[config.mk]
export PLATFORM = sky130hd
export DESIGN_NAME = reg_mem
export DESIGN_NICKNAME = d
export VERILOG_FILES = /design/src/rtl/reg_mem.sv
export SDC_FILE = /design/constraint.sdc
export NUM_CORES = 1
export LEC_CHECK = 0
export ABC_AREA = 1
export CORE_AREA = 2 2 184 232
export CTS_CLUSTER_DIAMETER = 100
export DETAILED_ROUTE_END_ITERATION = 8
export DIE_AREA = 0 0 186 234
export HOLD_SLACK_MARGIN = 0.05
export MAX_ROUTING_LAYER = met4
export PLACE_DENSITY_LB_ADDON = 0.1
export SLEW_MARGIN = 10
export SYNTH_ARGS = -nofsm -noshare
export SYNTH_HDL_FRONTEND = slang
export SYNTH_SLANG_ARGS = --single-unit
[constraint.sdc]
create_clock -name clk -period 25.5 [get_ports clk]
set_clock_uncertainty 0.2 [all_clocks]
set_input_delay 2.55 -clock clk [delete_from_list [all_inputs] [get_ports clk]]
set_output_delay 2.55 -clock clk [all_outputs]
set_load 0.1 [all_outputs]
[src/rtl/reg_mem.sv]
// reg_mem: flip-flop based single-port register file with registered read data.
// A write also forwards data_in to data_out on the same edge.
// Reset clears every word and the output register asynchronously.
module reg_mem #(
  parameter int unsigned DATA_WIDTH = 8,
  parameter int unsigned ADDR_BITS  = 5
) (
  input  logic [ADDR_BITS-1:0]  addr,
  input  logic [DATA_WIDTH-1:0] data_in,
  input  logic                  wen,
  input  logic                  clk,
  output logic [DATA_WIDTH-1:0] data_out,
  input  logic                  rst
);

  localparam int unsigned Depth = 2 ** ADDR_BITS;

  logic [DATA_WIDTH-1:0] r_mem [Depth];
  logic [DATA_WIDTH-1:0] r_data_out;

  // Storage array: cleared on reset, written on wen.
  always_ff @(posedge clk or posedge rst) begin
    if (rst) begin
      for (int i = 0; i < Depth; i++) begin
        r_mem[i] <= '0;
      end
    end else if (wen) begin
      r_mem[addr] <= data_in;
    end
  end

  // Output register: write-through on a write, stored word on a read.
  always_ff @(posedge clk or posedge rst) begin
    if (rst) begin
      r_data_out <= '0;
    end else if (wen) begin
      r_data_out <= data_in;
    end else begin
      r_data_out <= r_mem[addr];
    end
  end

  assign data_out = r_data_out;

endmodule

==> results.json, run 1 <==
{
  "status": "complete, no violations",
  "peakVddDrop_v": 0.00004225,
  "core_um2": 41510,
  "first_pass_iters": 5,
  "cap_violations": 0,
  "routed_via_density": 4.605,
  "grt.total_usage_pct": 19.01,
  "grt-busiest-layer": "met2",
  "fin_nets": 1618,
  "drt-initial-drc-count": 672,
  "yosysTopAreaCell": "dfrtp_1",
  "path_clk_slew_ns": 0.06,
  "finalSetupViolCount": 0,
  "yosysWarnings": 0,
  "min_path_type": "flip-flop to flip-flop",
  "grt_use_met3_pct": 2.097,
  "worst_slew_pin_slew_ns": 1.265,
  "cts.sinks": 264,
  "wl_per_cell_um": 17.58,
  "ys.flop_type": "dfrtp_1",
  "ctsRootBufferMaster": "clkbuf_16",
  "place.detailed.hpwl_mm": 22.68,
  "seqCellArea_um2": 6606,
  "share_seq_of_total_power_pct": 47.3,
  "power_frac_clock_pct": 36.9,
  "fin_cells": 2182,
  "use_met1_pct": 25.68,
  "clk_latency_ns": 0.57,
  "synthTopCellsByCount": "nand2_1 (863), dfrtp_1 (264), o21ai_0 (226)",
  "fin_setup_tns_ns": 0,
  "hold_buffers": 0,
  "min_period_ns": 5.711,
  "ioPinCount": 24,
  "met2_usage_pct": 30.41,
  "critPathMostFrequentCell": "nand2_1",
  "synth_seq_cells": 264,
  "die_area_um2": 43520,
  "grt_pass1_wl_mm": 61.49,
  "crit_path_top_delay_cell": "clkinv_2",
  "post-route-period-util_pct": 22.40,
  "grt.overflow.total": 0,
  "die_h_um": 234,
  "report.final.hold_viol_count": 0,
  "synth.net_count": 1653,
  "drive_gt1_share_pct": 4.994,
  "portBuffers": 23,
  "ys_seq_area_share_pct": 53.82,
  "dp_cells": 2130,
  "yosysMostFrequentCell": "nand2_1",
  "fp-row-count": 84,
  "critPathMaxFanout": 71,
  "p_total_mw": 1.147,
  "worstPathRequired_ns": 25.76,
  "powerDensity_nw_per_um2": 82.91,
  "syn-mean-instance-area_um2": 7.498,
  "grt_max_degree": 123,
  "switching_share_pct": 29.56,
  "critPathTopFamily": "buffers and inverters",
  "cp_slowest_stage_delay_ns": 0.65,
  "critPathLaunchType": "primary input",
  "netlist.area_leader.share_pct": 53.82,
  "p_leak_nw": 6.898,
  "syn_area_um2": 12270,
  "vias": 10050,
  "async_flop_share_pct": 100.0,
  "cts_max_path_buffers": 3,
  "synth_edf_count": 0,
  "die_x_um": 186,
  "multi_input_area_um2": 5092,
  "drtAntennaViolNets": 0,
  "cp-end-kind": "flip-flop",
  "timing.slew.headroom_pct": 15.34,
  "synth_cells": 1637,
  "drv_slew": 0,
  "drc": 0,
  "wirelength_mm": 38.36,
  "tritoncts": "yes",
  "fmax_mhz": 175.1,
  "critical_path_arrival_ns": 5.97,
  "post-cts-setup-buffers": 0,
  "crit_buf_inv": 5,
  "post_cts_resized": 0,
  "p_int_uw": 807.7,
  "synthTopCellsByArea": "dfrtp_1 (54%), nand2_1 (26%), o21ai_0 (9.2%), clkbuf_1 (2.0%), nand3_1 (1.8%)",
  "fillCellCount": 4526,
  "worstPathCellList": "buf_4, buf_4, clkinv_2, buf_4, nand2_1, nand2_1, nand2_1, nand2_1, nand2_1, nand2_1, nor2_1, nand3_1, nand2_1, inv_1",
  "worst-setup-path-type": "primary input to flip-flop",
  "fin_util_pct": 33.31,
  "rsz0062_at_grt": "no",
  "grt_pass1_vias": 9974,
  "cts_inserted_buffers": 29,
  "pwr-share-comb_pct": 15.8,
  "switchingPower_uw": 339.0,
  "start_util_pct": 29.57,
  "finalWeightedCongestion": 0.7779,
  "area_growth_pct": 12.67,
  "yosys.cell_types.count": 20,
  "h-tree-depth": 1,
  "grt_antenna_before_repair": 1
}
layout by cell type, fill, tap and decap left out, types with 2 or more instances in the layout:
master             n
nand2_1          863
dfrtp_1          264
o21ai_0          226
nor2_1            49
nand3_1           43
a21oi_1           32
clkbuf_16         29
inv_1             24
clkdlybuf4s50_1   21
buf_4             20
nor3_1             8
clkbuf_1           8
inv_2              6
clkinv_2           6
clkbuf_8           6
nor2_2             3
nor4_4             2
nand4_1            2
nor3_4             2
bufinv_16          2
kinds of logic after synthesis:
family / count (synthesis) / share of synthesized area [%]
and+or+nand+nor: 974 / 30.97
DFF: 264 / 53.82
AOI/OAI and AO/OA: 258 / 10.52
buffers and inverters: 141 / 4.689
worst register-to-register path, delay by kind of cell (launching register included):
family	cells	cell delay, ns
simple gates	9	1.05
flops	1	0.38
buf+inv	1	0.04
through the flow:
| step | instance area (um^2) | setup WS (ns) | hold slack [ns] |
|---|---|---|---|
| after floorplan | 12270 | 15.48 | 0.2529 |
| after global placement | 12900 | 19.19 | 0.2658 |
| after detailed placement | 12900 | 19.16 | 0.2731 |
| after CTS | 13830 | 19.77 | 0.2880 |
| after global routing | 13830 | 19.51 | 0.3020 |
| final | 13830 | 19.79 | 0.2846 |
power groups by stage:
stage	logic, mW	clock network, mW	registers, mW
4_1_cts	0.186	0.436	0.542
5_1_grt	0.214	0.453	0.552
3_3_place_gp	0.182	0	0.549
2_1_floorplan	0.129	0	0.547
3_5_place_dp	0.186	0	0.548
6_report	0.181	0.423	0.542
routing by layer:
| layer | vias to the layer above | part of all wire, % |
|---|---|---|
| met4 | 0 | 2.4 |
| met5 | - | 0 |
| met2 | 165 | 47 |
| li1 | 5064 | - |
| met1 | 4768 | 48 |
| met3 | 51 | 3.3 |
sequential cells by signal, summed over array words and instances (netlist names):
name	cells
data_out	8
r_mem	256
final timing paths:
kind	from	end	slack [ns]	depth (start not counted)
setup / recovery	addr[0]	data_out[0]	19.79	14
hold / removal	r_mem[83]	r_mem[83]	0.28	2
setup reg to reg	r_mem[248]	data_out[0]	23.73	10
hold reg to reg	r_mem[83]	r_mem[83]	0.28	2
max in group asynchronous	rst	r_mem[226]	21.12	3
min in group asynchronous	rst	r_mem[41]	2.32	2
cell type report:
class,instances,share of cell area [%]
antenna,1,0.01809
tap,559,5.057
timing repair buffer,42,2.642
multi-input combinational,1232,36.82
clock buffer,43,6.062
clock inverter,8,0.6695
sequential,264,47.77
inverter,33,0.9590
No activity file was read; power rests on OpenSTA's default activity.
==> run 2: changes to the inputs <==
Clock period 25.5 ns to 5.9 ns, I/O delays scaled along.
==> run 2 against run 1 <==
  * Global-route usage hardly changed
  * Flip-flop and latch count stayed put
  * Hold slack worse by 0.0024 ns
  * Routed wire length is 1.1% higher
  * Highest routed layer unchanged
  * Cell area hardly changed
  * Utilization hardly changed
==> results.json, run 2 (synthesis results as in run 1) <==
{
  "status": "complete, no violations",
  "die_h_um": 234,
  "r2r-start": "r_mem[223]",
  "critPathMaxFanout": 16,
  "grt_antenna_before_repair": 1,
  "r2r-end": "data_out[7]",
  "hold_depth": 2,
  "report.final.hold_viol_count": 0,
  "post-route-period-util_pct": 54.56,
  "grt_pass1_vias": 10050,
  "cts.sinks": 264,
  "switching_share_pct": 29.39,
  "critical_path_arrival_ns": 3.42,
  "post_cts_resized": 0,
  "largest_register": "r_mem",
  "cts_max_path_buffers": 3,
  "final_area_um2": 13830,
  "routed_via_density": 4.655,
  "powerDensity_nw_per_um2": 357.3,
  "final_common_cell": "nand2_1",
  "worst-setup-path-type": "primary input to flip-flop",
  "start_util_pct": 29.57,
  "pwr-share-comb_pct": 16.2,
  "mostFrequentLayoutCells": "nand2_1 (863), dfrtp_1 (264), o21ai_0 (226)",
  "placed_cell_area_um2": 12900,
  "hp-start": "r_mem[171]",
  "tritoncts": "yes",
  "min_path_type": "flip-flop to flip-flop",
  "ctsRootBufferMaster": "clkbuf_16",
  "p_int_mw": 3.490,
  "first_pass_iters": 5,
  "hold_end": "r_mem[171]",
  "die_area_um2": 43520,
  "min_period_ns": 3.219,
  "cap_violations": 0,
  "timing.slew.headroom_pct": 18.85,
  "peakVddDrop_v": 0.0002211,
  "finalSetupViolCount": 0,
  "fmax_mhz": 310.6,
  "core_um2": 41510,
  "rsz0062_at_grt": "no",
  "die_x_um": 186,
  "r2r_cells": 8,
  "fp-row-count": 84,
  "fillCellCount": 4484,
  "grt.overflow.total": 0,
  "h-tree-depth": 1,
  "vias": 10130,
  "area_growth_pct": 12.69,
  "post-cts-setup-buffers": 0,
  "finalWeightedCongestion": 0.7724,
  "grt_pass1_wl_mm": 61.04,
  "drc": 0,
  "place.detailed.hpwl_mm": 22.10,
  "grt.total_usage_pct": 18.98,
  "drive_gt1_share_pct": 5.012,
  "ioPinCount": 24,
  "cts_inserted_buffers": 30,
  "wirelength_mm": 38.78,
  "largest_reg_flops": 256,
  "fin_nets": 1618,
  "critPathLaunchType": "primary input",
  "cp-end-kind": "flip-flop",
  "drtAntennaViolNets": 0,
  "drv_slew": 0,
  "worstPathRequired_ns": 6.10,
  "hold_buffers": 0,
  "grt_max_degree": 171,
  "worst_slew_pin_slew_ns": 1.211,
  "path_clk_slew_ns": 0.06,
  "power_frac_clock_pct": 36.7,
  "p_leak_nw": 6.895,
  "rrSetupSlack_ns": 4.24,
  "wl_per_cell_um": 17.82,
  "portBuffers": 23,
  "fin_setup_tns_ns": 0,
  "clk_latency_ns": 0.57,
  "share_seq_of_total_power_pct": 47.2,
  "drt-initial-drc-count": 758,
  "switchingPower_mw": 1.452
}
[run 2: cell types whose count changed in the layout (fill, tap and decap cells not counted), moves of 2 or more]
cell and delta:
buf_4 -2, clkbuf_1 -3, clkbuf_16 +2, clkinv_2 -4
inv_2 +2
[run 2: per-stage QoR]
step	instances	hold slack, ns	total power [mW]	setup slack, ns	util, %
after floorplan	1637	0.2529	2.919	1.626	-
after global placement	2129	0.2655	3.158	2.204	31.08
after detailed placement	2129	0.2726	3.172	2.137	31.08
after CTS	2175	0.2878	5.022	2.744	33.31
after global routing	2176	0.2994	5.251	2.566	33.32
final	2176	0.2822	4.942	2.681	33.32
[run 2: layer usage]
metal | routed length, um | track usage, %
met5 | 0 | -
met4 | 903 | 5.266
met1 | 18860 | 26.57
met3 | 1391 | 1.972
met2 | 17630 | 29.26
[run 2: power groups by stage]
| stage | Sequential [mW] | Combinational [mW] | Clock, mW |
|---|---|---|---|
| after floorplan | 2.36 | 0.556 | 0 |
| after global placement | 2.35 | 0.803 | 0 |
| after detailed placement | 2.36 | 0.816 | 0 |
| after CTS | 2.33 | 0.816 | 1.88 |
| after global routing | 2.37 | 0.936 | 1.94 |
| final | 2.33 | 0.799 | 1.81 |
[run 2: how the worst max path moves through the flow]
| stage | depth (start not counted) | from | end |
|---|---|---|---|
| 3_3_place_gp | 6 | wen | r_mem[91] |
| 5_1_grt | 6 | wen | r_mem[93] |
| 3_5_place_dp | 6 | wen | r_mem[92] |
| 2_1_floorplan | 1 | rst | data_out[0] |
| 6_report | 6 | wen | r_mem[92] |
| 4_1_cts | 6 | wen | r_mem[92] |
[run 2: cell type report]
class,count,area (um^2),share of cell area (%)
clock buffers,42,877.1,6.341
repair buffers,41,370.4,2.678
well taps,559,699.4,5.057
clock inverters,4,48.80,0.3528
flip-flops and latches,264,6606,47.76
inverters,33,130.1,0.9408
diodes,1,2.502,0.01809
multi-input cells,1232,5097,36.85
[run 2: worst max-delay path: stages]
cell and delay, ns:
clkdlybuf4s50_1 0.82, inv_2 0.22, nor3_2 0.95, nand2_1 0.57, nand2_1 0.16, o21ai_0 0.10
==> patch 1, RTL diff (settings of run 1) <==
Register the output `data_out` once more, without a reset; this adds one clock of latency there.
--- a/src/rtl/reg_mem.sv
+++ b/src/rtl/reg_mem.sv
@@ -40,7 +40,9 @@
     end
   end
 
-  assign data_out = r_data_out;
+  always_ff @(posedge clk) begin
+    data_out <= r_data_out;
+  end
 
 endmodule
 
Check against the original RTL: not equivalent (Yosys sat finds a counterexample within 4 cycles, from zero or initial values and one cycle with rst high).
==> patch 1 against run 1 <==
Area after synthesis up 1.5%; clock power up 12%; setup slack worse by 0.21 ns; sequential cell count up 8; cell area up 2.5%; total power up 5.8%; routed wire length up 0.52%; count of clock-buffer cells in the layout up 6.
==> patch 1: results (changes against run 1) <==
worst_pin_slew_ns: 0.984  # -0.281 ns
clk_latency_ns: 0.52  # -0.05 ns
met2WireLength_um: 19000  # +5.7%
internal-power_uw: 862  # +6.7%
layout.area.seq_sq_um: 6770  # +2.4%
grt_pass1_vias: 10026  # +0.52%
grt_max_degree: 149  # +21%
htree_levels: 2  # +1
clock_sinks: 272  # +3.0%
ir_drop_uv: 36.8  # -13%
async_flop_share: 0.971  # -0.0294
inverters: 37  # +12%
n_all_buffers: 41  # -2.4%
r2r_end: "r_data_out[0]"
synth_cell_type_count: 21  # +5.0%
routedLengthMet1_um: 17600  # -3.5%
multi_input_area_share: 0.360  # -0.00777
layout.nets: 1640  # +1.4%
crit_path_end: "r_mem[213]"
vias_per_cell: 4.61  # +0.20%
status: "completed"
fillers: 4531  # +0.11%
antenna_found_initial: 0  # -1
r2r-start: "r_mem[152]"
power_leakage_nw: 7.12  # +3.2%
worstPathArrival_ns: 6.10  # +0.13 ns
ys_seq_area_frac: 0.543  # +0.00507
hpwlAfterDp_um: 22200  # -2.2%
grtUsageMet3: 0.0227  # +0.00171
clock_buffers: 49  # +14%
wl_met3_um: 1210  # -3.7%
grt_first_pass_wirelength_um: 61200  # -0.54%
clock_area_frac: 0.0765  # +0.00919
cp_max_fo: 58  # -18%
wl_per_cell_um: 17.5  # -0.52%
synth_common_cells: "883 x nand2_1, 264 x dfrtp_1, 210 x o21ai_0, 65 x clkbuf_1, 50 x nor2_1"
cts_buffers: 34  # +17%
-- patch 1: cell count changes in the layout (fill, tap and decap cells not counted), sizes merged, moves of 2 or more --
cell / before / now
nand2: 864 / 891
nand3: 43 / 25
dfxtp: 0 / 8
clkbuf: 43 / 49
inv: 31 / 36
nor3: 11 / 8
clkinv: 7 / 9
nand4: 2 / 0
o21ai: 226 / 228
-- patch 1: worst min-delay path by stage --
stage | end | depth (start not counted)
final | data_out[3] | 0
after global routing | data_out[5] | 0
after CTS | data_out[3] | 0
after detailed placement | data_out[3] | 0
after global placement | data_out[1] | 0
after floorplan | data_out[0] | 0
-- patch 1: power by group through the flow --
stage | clock (mW) | sequential (mW) | combinational (mW)
finish | 0.475 | 0.554 | 0.184
global route | 0.507 | 0.564 | 0.217
CTS | 0.488 | 0.554 | 0.189
detailed placement | 0 | 0.561 | 0.189
global placement | 0 | 0.560 | 0.186
floorplan | 0 | 0.561 | 0.130
-- patch 1: critical path, stage by stage --
cell	delay, ns
buf_4	0.45
clkinv_2	0.91
buf_4	0.68
nor2_1	0.22
nand2_1	0.09
inv_1	0.43
nand2_1	0.46
nand2_1	0.17
o21ai_0	0.10
-- patch 1: per-stage QoR --
step                instance area [sq um]  cells  hold WS (ns)  setup WS (ns)
global placement                    13100   2147         0.126          18.93
global route                        14200   2205         0.157          19.19
CTS                                 14200   2205         0.137          19.48
detailed placement                  13100   2147         0.127          18.91
finish                              14200   2205         0.139          19.58
floorplan                           12500   1652         0.124          15.48
-- patch 1: cells by family (layout without fill, tap and decap cells) --
family          count (synthesis)  count (layout)  synth area share
compound gates                259             259             0.104
flops                         272             272             0.543
buf+inv                       142             136            0.0463
simple gates                  979             979             0.306
==> patch 2, RTL diff (config.mk and constraints of run 1) <==
Made on the original files. Change the parameter `ADDR_BITS` from 5 to 4.
--- a/src/rtl/reg_mem.sv
+++ b/src/rtl/reg_mem.sv
@@ -3,7 +3,7 @@
 // Reset clears every word and the output register asynchronously.
 module reg_mem #(
   parameter int unsigned DATA_WIDTH = 8,
-  parameter int unsigned ADDR_BITS  = 5
+  parameter int unsigned ADDR_BITS  = 4
 ) (
   input  logic [ADDR_BITS-1:0]  addr,
   input  logic [DATA_WIDTH-1:0] data_in,
Interface: changed (resized addr); port bits go from 24 to 23. The function was not compared with the original's and may differ.
==> patch 2 against run 1 <==
Setup slack improved by 1.0 ns; sequential power down 47%; sequential share of layout area shrank 3.0 points; core utilization down 15 points; sequential cell count is 128 lower; hold slack barely moved; via count is 50% lower; cell area down 45%; routed wire length down 42%; total power down 44%; area after synthesis is 48% lower.
==> patch 2: results (changes against run 1) <==
status: "completed"
ir_drop_uv: 44.7  # +5.8%
io_buffers: 22  # -4.3%
syn_inst: 815  # -50%
power_leakage_nw: 3.46  # -50%
hold_end: "r_mem[118]"
via_count: 5066  # -50%
cts_buffers: 17  # -41%
rr_worst_depth: 8  # -2
ys_seq_area_frac: 0.530  # -0.00822
cp_max_fo: 43  # -39%
hpwlAfterDp_um: 14000  # -38%
synth_cell_type_count: 21  # +5.0%
clk_latency_ns: 0.44  # -0.13 ns
drive_above_1_share: 0.0693  # +0.0193
antenna_found_initial: 0  # -1
synthTopCellsByArea: "dfrtp_1 53%, nand2_1 20%, nor2_1 4.4%"
ff2ff_setup_slack_ns: 24.04  # +0.31 ns
synth_common_cells: "346 x nand2_1, 136 x dfrtp_1, 75 x nor2_1, 48 x a21oi_1, 46 x o21ai_0"
ys.flop_type: "dfrtp_1"
grt_max_degree: 67  # -46%
worstPathArrival_ns: 4.77  # -1.20 ns
first_pass_iters: 4  # -1
grt.total_usage: 0.115  # -0.0750
largest_register_ffs: 128  # -50%
hold_start: "r_mem[118]"
fillers: 4748  # +4.9%
r2r_end: "data_out[1]"
r2r-start: "r_mem[57]"
grt_first_pass_wirelength_um: 35000  # -43%
syn_nets: 830  # -50%
globalplace.congestion: 0.675  # -13%
worst_pin_slew_ns: 0.981  # -0.284 ns
layout.nets: 826  # -49%
grt_pass1_vias: 5240  # -47%
wl_per_cell_um: 16.1  # -8.2%
internal-power_uw: 447  # -45%
[patch 2: changes by cell type in the layout (fill, tap and decap cells not counted), sizes merged, moves of 13 or more]
cell	before	now
nor2	52	82
dfrtp	264	136
clkbuf	43	24
buf	21	8
nand2	864	350
o21ai	226	80
inv	31	16
a21oi	32	48
[patch 2: through the flow]
stage           util  cell area [sq um]  hold slack, ns  setup slack [ns]
4_1_cts        0.183               7600           0.289             20.76
3_5_place_dp   0.169               7030           0.273             20.30
3_3_place_gp   0.169               7030           0.267             20.33
2_1_floorplan      -               6420           0.253             19.11
6_report       0.183               7600           0.284             20.82
5_1_grt        0.183               7600           0.310             20.52
[patch 2: power by group through the flow]
stage	Combinational [mW]	Clock (mW)	Sequential, mW
final	0.117	0.244	0.286
after global routing	0.137	0.262	0.292
after CTS	0.122	0.254	0.286
after detailed placement	0.122	0	0.290
after global placement	0.121	0	0.290
after floorplan	0.0776	0	0.294
[patch 2: worst max-delay path by stage]
stage             from           to  slack [ns]  cells after the start
2_1_floorplan      rst  data_out[0]       19.11                      1
4_1_cts        addr[1]    r_mem[39]       20.76                      7
6_report       addr[1]    r_mem[39]       20.82                      7
3_3_place_gp   addr[1]   r_mem[101]       20.33                      7
5_1_grt        addr[1]    r_mem[96]       20.52                      7
3_5_place_dp   addr[1]    r_mem[39]       20.30                      7
[patch 2: cells by family (layout without fill, tap and decap cells)]
logic type / after synthesis / count (layout) / share of synthesized area
simple gates: 482 / 482 / 0.306
flops: 136 / 136 / 0.530
compound gates: 128 / 128 / 0.0998
buf+inv: 69 / 77 / 0.0647
[patch 2: area by class of cell]
type,count,share of cell area
clock buffers,24,0.0660
clock inverters,7,0.00889
inverters,18,0.00971
multi-input cells,610,0.342
flip-flops and latches,136,0.448
well taps,559,0.0920
repair buffers,28,0.0336
[patch 2: worst max-delay path: stages]
cell	delay, ns
buf_2	0.08
buf_4	0.43
clkinv_2	0.66
nor3_4	0.51
nand2_2	0.29
nand2_1	0.14
o21ai_1	0.07
[patch 2: layer usage]
metal | global-route usage | up-vias | wire [um]
met5 | - | - | 0
met4 | 0.0384 | 0 | 337
met3 | 0.0217 | 18 | 459
met2 | 0.182 | 56 | 10700
met1 | 0.147 | 2411 | 10800
li1 | - | 2581 | -
